===== src/rtl/scan_mux.sv =====
// Registered N-channel, W-bit multiplexer for the shared sampling/display path.
// Channels are picked directly by sel (MANUAL) or stepped through a mask with a programmable dwell (SCAN).
module scan_mux #(
    parameter int N_CH    = 8,
    parameter int W       = 8,
    parameter int SEL_W   = $clog2(N_CH),
    parameter int DWELL_W = 8
) (
    input  logic                clk,
    input  logic                rst,
    input  logic [N_CH*W-1:0]   in,
    input  logic                en,
    input  logic                mode,
    input  logic [SEL_W-1:0]    sel,
    input  logic [N_CH-1:0]     en_mask,
    input  logic [DWELL_W-1:0]  dwell,
    output logic [W-1:0]        y,
    output logic [SEL_W-1:0]    y_ch,
    output logic                y_valid,
    output logic                wrap
);

    typedef enum logic [1:0] {
        IDLE   = 2'd0,
        MANUAL = 2'd1,
        SCAN   = 2'd2
    } state_t;

    state_t             state;
    state_t             state_nxt;
    logic [SEL_W-1:0]   ptr;
    logic [SEL_W-1:0]   ptr_nxt;
    logic [DWELL_W-1:0] cnt;
    logic [DWELL_W-1:0] cnt_nxt;
    logic               starved;
    logic               starved_nxt;
    logic               wrap_nxt;
    logic               valid_nxt;

    logic [SEL_W-1:0]   first_idx;
    logic [SEL_W-1:0]   next_idx;
    logic               found_next;
    logic               mask_any;
    logic [SEL_W-1:0]   sel_ch;

    assign mask_any = |en_mask;
    assign sel_ch   = (int'(sel) >= N_CH) ? SEL_W'(N_CH - 1) : sel;

    // Priority search from the top down so the last hit is the lowest match.
    always_comb begin
        first_idx  = '0;
        next_idx   = '0;
        found_next = 1'b0;
        for (int i = N_CH - 1; i >= 0; i--) begin
            if (en_mask[i]) begin
                first_idx = SEL_W'(i);
                if (i > int'(ptr)) begin
                    next_idx   = SEL_W'(i);
                    found_next = 1'b1;
                end
            end
        end
    end

    always_comb begin
        if (!en) begin
            state_nxt = IDLE;
        end else if (mode) begin
            state_nxt = SCAN;
        end else begin
            state_nxt = MANUAL;
        end
    end

    // starved marks a scan parked on an empty mask; the first non-empty mask restarts from the lowest channel.
    always_comb begin
        ptr_nxt     = ptr;
        cnt_nxt     = cnt;
        starved_nxt = starved;
        wrap_nxt    = 1'b0;
        valid_nxt   = (state == MANUAL) || ((state == SCAN) && mask_any && !starved);
        case (state_nxt)
            MANUAL: begin
                ptr_nxt     = sel_ch;
                cnt_nxt     = '0;
                starved_nxt = 1'b0;
            end
            SCAN: begin
                if ((state != SCAN) || starved) begin
                    cnt_nxt = '0;
                    if (mask_any) begin
                        ptr_nxt     = first_idx;
                        starved_nxt = 1'b0;
                    end else begin
                        starved_nxt = 1'b1;
                    end
                end else if (!mask_any) begin
                    starved_nxt = 1'b1;
                end else if (!en_mask[ptr] || (cnt >= dwell)) begin
                    cnt_nxt = '0;
                    if (found_next) begin
                        ptr_nxt = next_idx;
                    end else begin
                        ptr_nxt  = first_idx;
                        wrap_nxt = 1'b1;
                    end
                end else begin
                    cnt_nxt = cnt + DWELL_W'(1);
                end
            end
            default: begin
                starved_nxt = 1'b0;
            end
        endcase
    end

    always_ff @(posedge clk or posedge rst) begin
        if (rst) begin
            state   <= IDLE;
            ptr     <= '0;
            cnt     <= '0;
            starved <= 1'b0;
        end else begin
            state   <= state_nxt;
            ptr     <= ptr_nxt;
            cnt     <= cnt_nxt;
            starved <= starved_nxt;
        end
    end

    // Output stage: y/y_ch freeze while idle so the display keeps the last sample.
    always_ff @(posedge clk or posedge rst) begin
        if (rst) begin
            y       <= '0;
            y_ch    <= '0;
            y_valid <= 1'b0;
            wrap    <= 1'b0;
        end else begin
            if (state != IDLE) begin
                y    <= in[int'(ptr)*W +: W];
                y_ch <= ptr;
            end
            y_valid <= valid_nxt;
            wrap    <= wrap_nxt;
        end
    end

endmodule


===== config.mk =====
export PLATFORM = sky130hd
export DESIGN_NAME = scan_mux
export DESIGN_NICKNAME = d
export VERILOG_FILES = /design/src/rtl/scan_mux.sv
export SDC_FILE = /design/constraint.sdc
export NUM_CORES = 1
export LEC_CHECK = 0
export BUFFER_PORTS_ARGS = -buffer_cell sky130_fd_sc_hd__buf_2
export CAP_MARGIN = 30
export CORE_MARGIN = 5
export CORE_UTILIZATION = 43
export CTS_CLUSTER_SIZE = 25
export DETAILED_ROUTE_END_ITERATION = 10
export GPL_ROUTABILITY_DRIVEN = 0
export GPL_TIMING_DRIVEN = 0
export HOLD_SLACK_MARGIN = 0.03
export MAX_ROUTING_LAYER = met4
export PLACE_DENSITY = 0.77
export SKIP_CTS_REPAIR_TIMING = 1
export SLEW_MARGIN = 25
export SYNTH_ARGS = -nofsm -noshare
export SYNTH_HDL_FRONTEND = slang
export SYNTH_SLANG_ARGS = --single-unit

===== constraint.sdc =====
create_clock -name clk -period 2.1 [get_ports clk]
set_clock_uncertainty 0.05 [all_clocks]
set_input_delay 0.105 -clock clk [delete_from_list [all_inputs] [get_ports clk]]
set_output_delay 0.105 -clock clk [all_outputs]
set_load 0.05 [all_outputs]

==> flow_summary.toml, run 1 <==
[logic_synthesis]
syn-num-nets = 320
synth_seq_cells = 27
synthTopCellsByArea = "dfrtp_1 (31%), mux4_2 (17%), mux2i_1 (5.9%)"
ys_seq_area_share_pct = 30.7
yosys_warnings = 0
synth_edf_count = 0
avgSynthCellArea_um2 = 9.83
synth_area_um2 = 2200
yosys.area.top_type_share_pct = 30.7
synthDistinctLibCells = 48
async_flop_share_pct = 100
synth_top_cell_by_area = "dfrtp_1"
synth_cells = 224
synth_ff_type = "dfrtp_1"

[timing]
hold_violations = 0
worst_slew_pin_slew_ns = 0.690
min_period_ns = 2.09
clock.fmax_mhz = 478
period_share_pct = 99.7
hold_ws_ns = 0.0361
relSlewSlack_pct = 54.0
rsz0062_at_grt = "true"
slew_viol_final = 0
finalSetupViolCount = 0

[worst_setup_path]
worstReg2RegStart = "ptr[0]$_DFFE_PP0P_"
endpoint_kind = "register"
required_ns = 2.23
r2r_slack_ns = 0.006
critPathSlowestCell = "mux4_2"
path_cells = "buf_6 > mux4_2 > o22ai_2 > and3b_4 > a31oi_4 > mux2_2"
start_kind = "register"
reg2reg_to = "ptr[0]$_DFFE_PP0P_"
path_delay_family = "multiplexers"
path_class = "reg -> reg"
cp.arrival_ns = 2.22
cpPeakStageDelay_ns = 0.53
crit_buf_inv = 1
critPathMaxFanout = 10
reg2reg_depth = 6

[placed_design]
hpwl_um = 5110
dp.cells = 393
portBuffers = 98
dpl_cell_area_um2 = 2810

[drt]
routed-via-count = 2146
drt-initial-drc-count = 94
routedWlPerCell_um = 15.4
drc_errors = 0
wl_um = 6300
via_per_inst = 5.26
drt_first_pass_iters = 4
drtAntennaViolNets = 0

[hold_path]
hold-path-cell-count = 2
hold_start = "en"
worstHoldEndpoint = "state[0]$_DFF_PP0_"
hp-class = "in -> reg"

[flow_run]
cap_violations = 0

[cells_and_area]
layout-drive-gt1-share_pct = 46.7
antenna_cells = 0
syn_to_final_growth_pct = 38.1
layout.cell_area.non_filler_um2 = 3040
finalNonFillerCells = 408
nets = 435
fin_util_pct = 60.3

[global_route]
grt_pass1_vias = 2105
antenna_found_initial = 0
grt_pass1_wl_um = 9560
overflow = 0
grt_usage_pct = 19.2
grt_max_degree = 17

[cts]
cts_sinks = 27
clock_path_buffers = 2
htreeDepth = 1
cts_buffers = 3
path_clk_slew_ns = 0.10
cts_tree = "built"
clock-root-buffer = "clkbuf_8"
insertion_delay_ns = 0.28

[floorplan]
die_y_um = 81.6
start_util_pct = 43.7
dieWidth_um = 81.6
ios = 100
rows = 26
fp.dieArea_um2 = 6650
core-area_um2 = 5040

[power]
ir_drop_mv = 0.339
p_leak_uw = 0.00144
p_total_uw = 1860
power_density_nw_per_um2 = 610

[status]
outcome = "completed"
[how the worst max path moves through the flow]
stage / to / slack, ns / startpoint / cells after the start
after global routing: ptr[0]$_DFFE_PP0P_ / -0.05 / ptr[0]$_DFFE_PP0P_ / 6
after detailed placement: cnt[5]$_DFFE_PP0P_ / -0.23 / cnt[2]$_DFFE_PP0P_ / 7
after floorplan: cnt[5]$_DFFE_PP0P_ / 0.04 / cnt[2]$_DFFE_PP0P_ / 7
after global placement: cnt[5]$_DFFE_PP0P_ / -0.19 / cnt[2]$_DFFE_PP0P_ / 7
after CTS: cnt[5]$_DFFE_PP0P_ / -0.26 / cnt[2]$_DFFE_PP0P_ / 7
final: ptr[0]$_DFFE_PP0P_ / 0.006 / ptr[0]$_DFFE_PP0P_ / 6
[final cells by class]
type,count,area [um^2]
Clock buffer,3,41.3
Tap cell,70,87.6
Sequential cell,27,676
Buffer,12,63.8
Fill cell,421,2000
Inverter,19,71.3
Multi-Input combinational cell,165,1480
Timing Repair Buffer,111,613
Clock inverter,1,7.51
[per-layer routing]
metal	vias to the layer above	routed length (um)	GRT usage, %
met5	-	0	-
met2	62	3240	30.5
li1	1060	-	-
met1	1014	2650	25.5
met4	0	127	6.59
met3	10	279	2.30
[flip-flops by register name, indices dropped and copies added, names as in the netlist]
name	flops
cnt	8
ptr	3
starved	1
state	2
wrap	1
y	8
y_ch	3
y_valid	1
[worst register-to-register path, stage by stage, from the launching register on]
cell	delay, ns
dfrtp_1	0.35
buf_6	0.14
mux4_2	0.53
o22ai_2	0.14
and3b_4	0.24
a31oi_4	0.17
mux2_2	0.36
[metrics by stage]
step	setup TNS, ns	worst slack, ns
after global routing	-0.178	-0.0527
after global placement	-0.372	-0.189
after CTS	-0.969	-0.258
after detailed placement	-0.803	-0.235
final	0	0.00639
after floorplan	0	0.0418
[power breakdown]
group,leakage [uW],switching (uW),internal (uW)
clock,0.0000217,178,135
sequential,0.000348,34.3,587
combinational,0.00107,538,384
total,0.00144,750,1110
[Yosys cell counts, types with 3 or more instances]
| cell type | instances |
|---|---|
| a21oi_1 | 12 |
| buf_2 | 4 |
| clkbuf_1 | 7 |
| dfrtp_1 | 27 |
| ha_1 | 9 |
| inv_1 | 19 |
| mux2_2 | 5 |
| mux2i_1 | 13 |
| mux4_2 | 17 |
| nand2_1 | 21 |
| nand2b_1 | 3 |
| nand3_1 | 4 |
| nor2_1 | 12 |
| nor2b_1 | 5 |
| o21ai_0 | 20 |
| o21bai_1 | 4 |
| o31ai_1 | 3 |
| or3_1 | 4 |
[logic make-up (layout without fill, tap and decap cells)]
logic type / count (synthesis) / in the layout / synth area share [%]
flops: 27 / 27 / 30.7
xor+xnor: 1 / 1 / 0.398
buf+inv: 32 / 146 / 6.02
compound gates: 57 / 57 / 16.7
fa+ha+maj: 9 / 9 / 5.11
mux: 35 / 35 / 25.9
simple gates: 63 / 63 / 15.2
[placed cells by master, fill, tap and decap left out, types with 2 or more instances in the layout]
cell,synthesis,final
clkbuf_1,7,6
buf_6,1,2
a21o_1,2,2
clkbuf_8,0,3
o21ai_0,20,17
nand2b_1,3,3
mux2_2,5,5
buf_2,4,101
o31ai_1,3,2
a21oi_1,12,11
nand3_1,4,4
or3_1,4,4
ha_1,9,5
dlygate4sd3_1,0,2
o21ai_1,1,3
nand4_1,2,2
nor2b_1,5,4
mux4_2,17,17
ha_4,0,3
o21bai_1,4,4
buf_4,0,10
mux2i_1,13,13
inv_1,19,19
or4_1,2,2
a22oi_1,2,2
nor2_1,12,12
dfrtp_1,27,27
nand2_1,21,21
Note: power is estimated with default switching activity, not from simulation.
==> run 2: changes to the inputs <==
--- a/config.mk
+++ b/config.mk
@@ -16,8 +16,8 @@
 export HOLD_SLACK_MARGIN = 0.03
 export MAX_ROUTING_LAYER = met4
 export PLACE_DENSITY = 0.77
-export SKIP_CTS_REPAIR_TIMING = 1
-export SLEW_MARGIN = 25
+export RECOVER_POWER = 100
+export SLEW_MARGIN = 20
 export SYNTH_ARGS = -nofsm -noshare
 export SYNTH_HDL_FRONTEND = slang
 export SYNTH_SLANG_ARGS = --single-unit
==> run 2 against run 1 <==
The run now ends with setup timing left. Register-to-register slack hardly changed. Final area is 1.2% lower. Worst setup slack worse by 0.0098 ns. Combinational power is 2.5% lower.
==> flow_summary.toml, run 2 (same netlist as run 1, synthesis figures left out) <==
[flow_run]
cap_violations = 0

[drt]
wl_um = 6410
via_per_inst = 5.36
drt-initial-drc-count = 112
routed-via-count = 2182
drtAntennaViolNets = 0
drt_first_pass_iters = 5
drc_errors = 0
routedWlPerCell_um = 15.7

[floorplan]
fp.dieArea_um2 = 6650
die_y_um = 81.6
start_util_pct = 43.7
dieWidth_um = 81.6
rows = 26
core-area_um2 = 5040
ios = 100

[status]
failed_checks = "setup timing"
outcome = "finished, violations left"

[worst_setup_path]
critPathMaxFanout = 10
r2r_slack_ns = -0.003
path_class = "reg -> reg"
reg2reg_depth = 6
start_kind = "register"
cpPeakStageDelay_ns = 0.53
path_cells = "buf_6 > mux4_2 > o22ai_2 > and3b_4 > a31oi_4 > mux2_4"
worstReg2RegStart = "ptr[0]$_DFFE_PP0P_"
reg2reg_to = "ptr[0]$_DFFE_PP0P_"
crit_buf_inv = 1
critPathSlowestCell = "mux4_2"
worst-path-stages = 6
cp.arrival_ns = 2.23
endpoint = "ptr[0]$_DFFE_PP0P_"
path_delay_family = "multiplexers"
required_ns = 2.23
endpoint_kind = "register"
cp-startpoint = "ptr[0]$_DFFE_PP0P_"

[timing]
worst_slew_pin_slew_ns = 0.897
finalSetupViolCount = 1
clock.fmax_mhz = 475
hold_violations = 0
min_period_ns = 2.10
rsz0062_at_grt = "true"
period_share_pct = 100
slew_viol_final = 0
hold_ws_ns = 0.0356
relSlewSlack_pct = 40.2
worst_slack_ns = -0.00342

[power]
power_density_nw_per_um2 = 610
p_total_uw = 1830
p_leak_uw = 0.00139
ir_drop_mv = 0.329

[cts]
path_clk_slew_ns = 0.10
cts_tree = "built"
cts_sinks = 27
insertion_delay_ns = 0.28
htreeDepth = 1
clock_path_buffers = 2
clock-root-buffer = "clkbuf_8"
cts_buffers = 3

[global_route]
antenna_found_initial = 0
overflow = 0
grt_max_degree = 17
grt_usage_pct = 19.3
grt_pass1_vias = 2121
grt_pass1_wl_um = 9630

[cells_and_area]
nets = 434
mostFrequentLayoutCells = "buf_2 (88), dfrtp_1 (26), clkbuf_1 (22)"
final_common_cell = "buf_2"
syn_to_final_growth_pct = 36.5
antenna_cells = 0
layout-drive-gt1-share_pct = 42.4
reg_top3 = "cnt (8), y (8)"

[hold_path]
hp-class = "in -> reg"

[placed_design]
portBuffers = 98
hpwl_um = 5110
[run 2: cell types whose count changed in the layout (fill, tap and decap cells not counted), sizes merged]
cell,before,now
buf,115,98
clkbuf,9,25
[run 2: area by class of cell]
cell class	instances	area (um^2)
buffer	12	57.6
fill	432	2040
tap	70	87.6
clock inverter	1	7.51
inverter	19	71.3
sequential	27	677
multi-input combinational	165	1490
timing repair buffer	110	572
clock buffer	3	41.3
[run 2: worst min path at each step]
stage,from,to,slack [ns],cells after the start
final,en,state[0]$_DFF_PP0_,0.04,2
after global placement,mode,state[0]$_DFF_PP0_,0.30,2
after CTS,en,state[0]$_DFF_PP0_,0.04,2
after floorplan,rst,cnt[0]$_DFFE_PP0P_,0.11,1
after global routing,en,state[0]$_DFF_PP0_,0.04,2
after detailed placement,rst,y[3]$_DFFE_PP0P_,0.12,2
[run 2: worst register-to-register path, stage by stage, from the launching register on]
cell	delay (ns)
dfrtp_1	0.35
buf_6	0.14
mux4_2	0.53
o22ai_2	0.16
and3b_4	0.24
a31oi_4	0.21
mux2_4	0.32
[run 2: stage by stage]
| stage | TNS [ns] | setup WS [ns] | utilization, % | instance area [um^2] | std cells |
|---|---|---|---|---|---|
| floorplan | 0 | 0.0418 | - | 2200 | 224 |
| global placement | -0.372 | -0.189 | 55.1 | 2780 | 392 |
| detailed placement | -0.803 | -0.235 | 55.7 | 2810 | 393 |
| CTS | -0.197 | -0.0642 | 58.0 | 2930 | 402 |
| global route | -0.284 | -0.0687 | 59.6 | 3010 | 407 |
| finish | -0.00342 | -0.00342 | 59.6 | 3010 | 407 |
[run 2: repair_timing]
action,in CTS,in global routing
hold endpoints to repair,12,0
buffers inserted,4,5
hold buffers,2,0
pin swaps,3,7
gates resized for setup,5,17
setup endpoints to repair,8,6
[run 2: where the power goes]
| part | switching [uW] | total, uW | internal (uW) |
|---|---|---|---|
| clock network | 179 | 314 | 135 |
| logic | 539 | 899 | 360 |
| registers | 34.5 | 622 | 587 |
[run 2: routing by layer]
| metal | share of wire, % | track usage (%) | wire [um] |
|---|---|---|---|
| met4 | 1.5 | 5.57 | 93 |
| met2 | 53 | 31.8 | 3370 |
| met5 | 0 | - | 0 |
| met3 | 4.6 | 2.19 | 294 |
| met1 | 41 | 25.3 | 2650 |
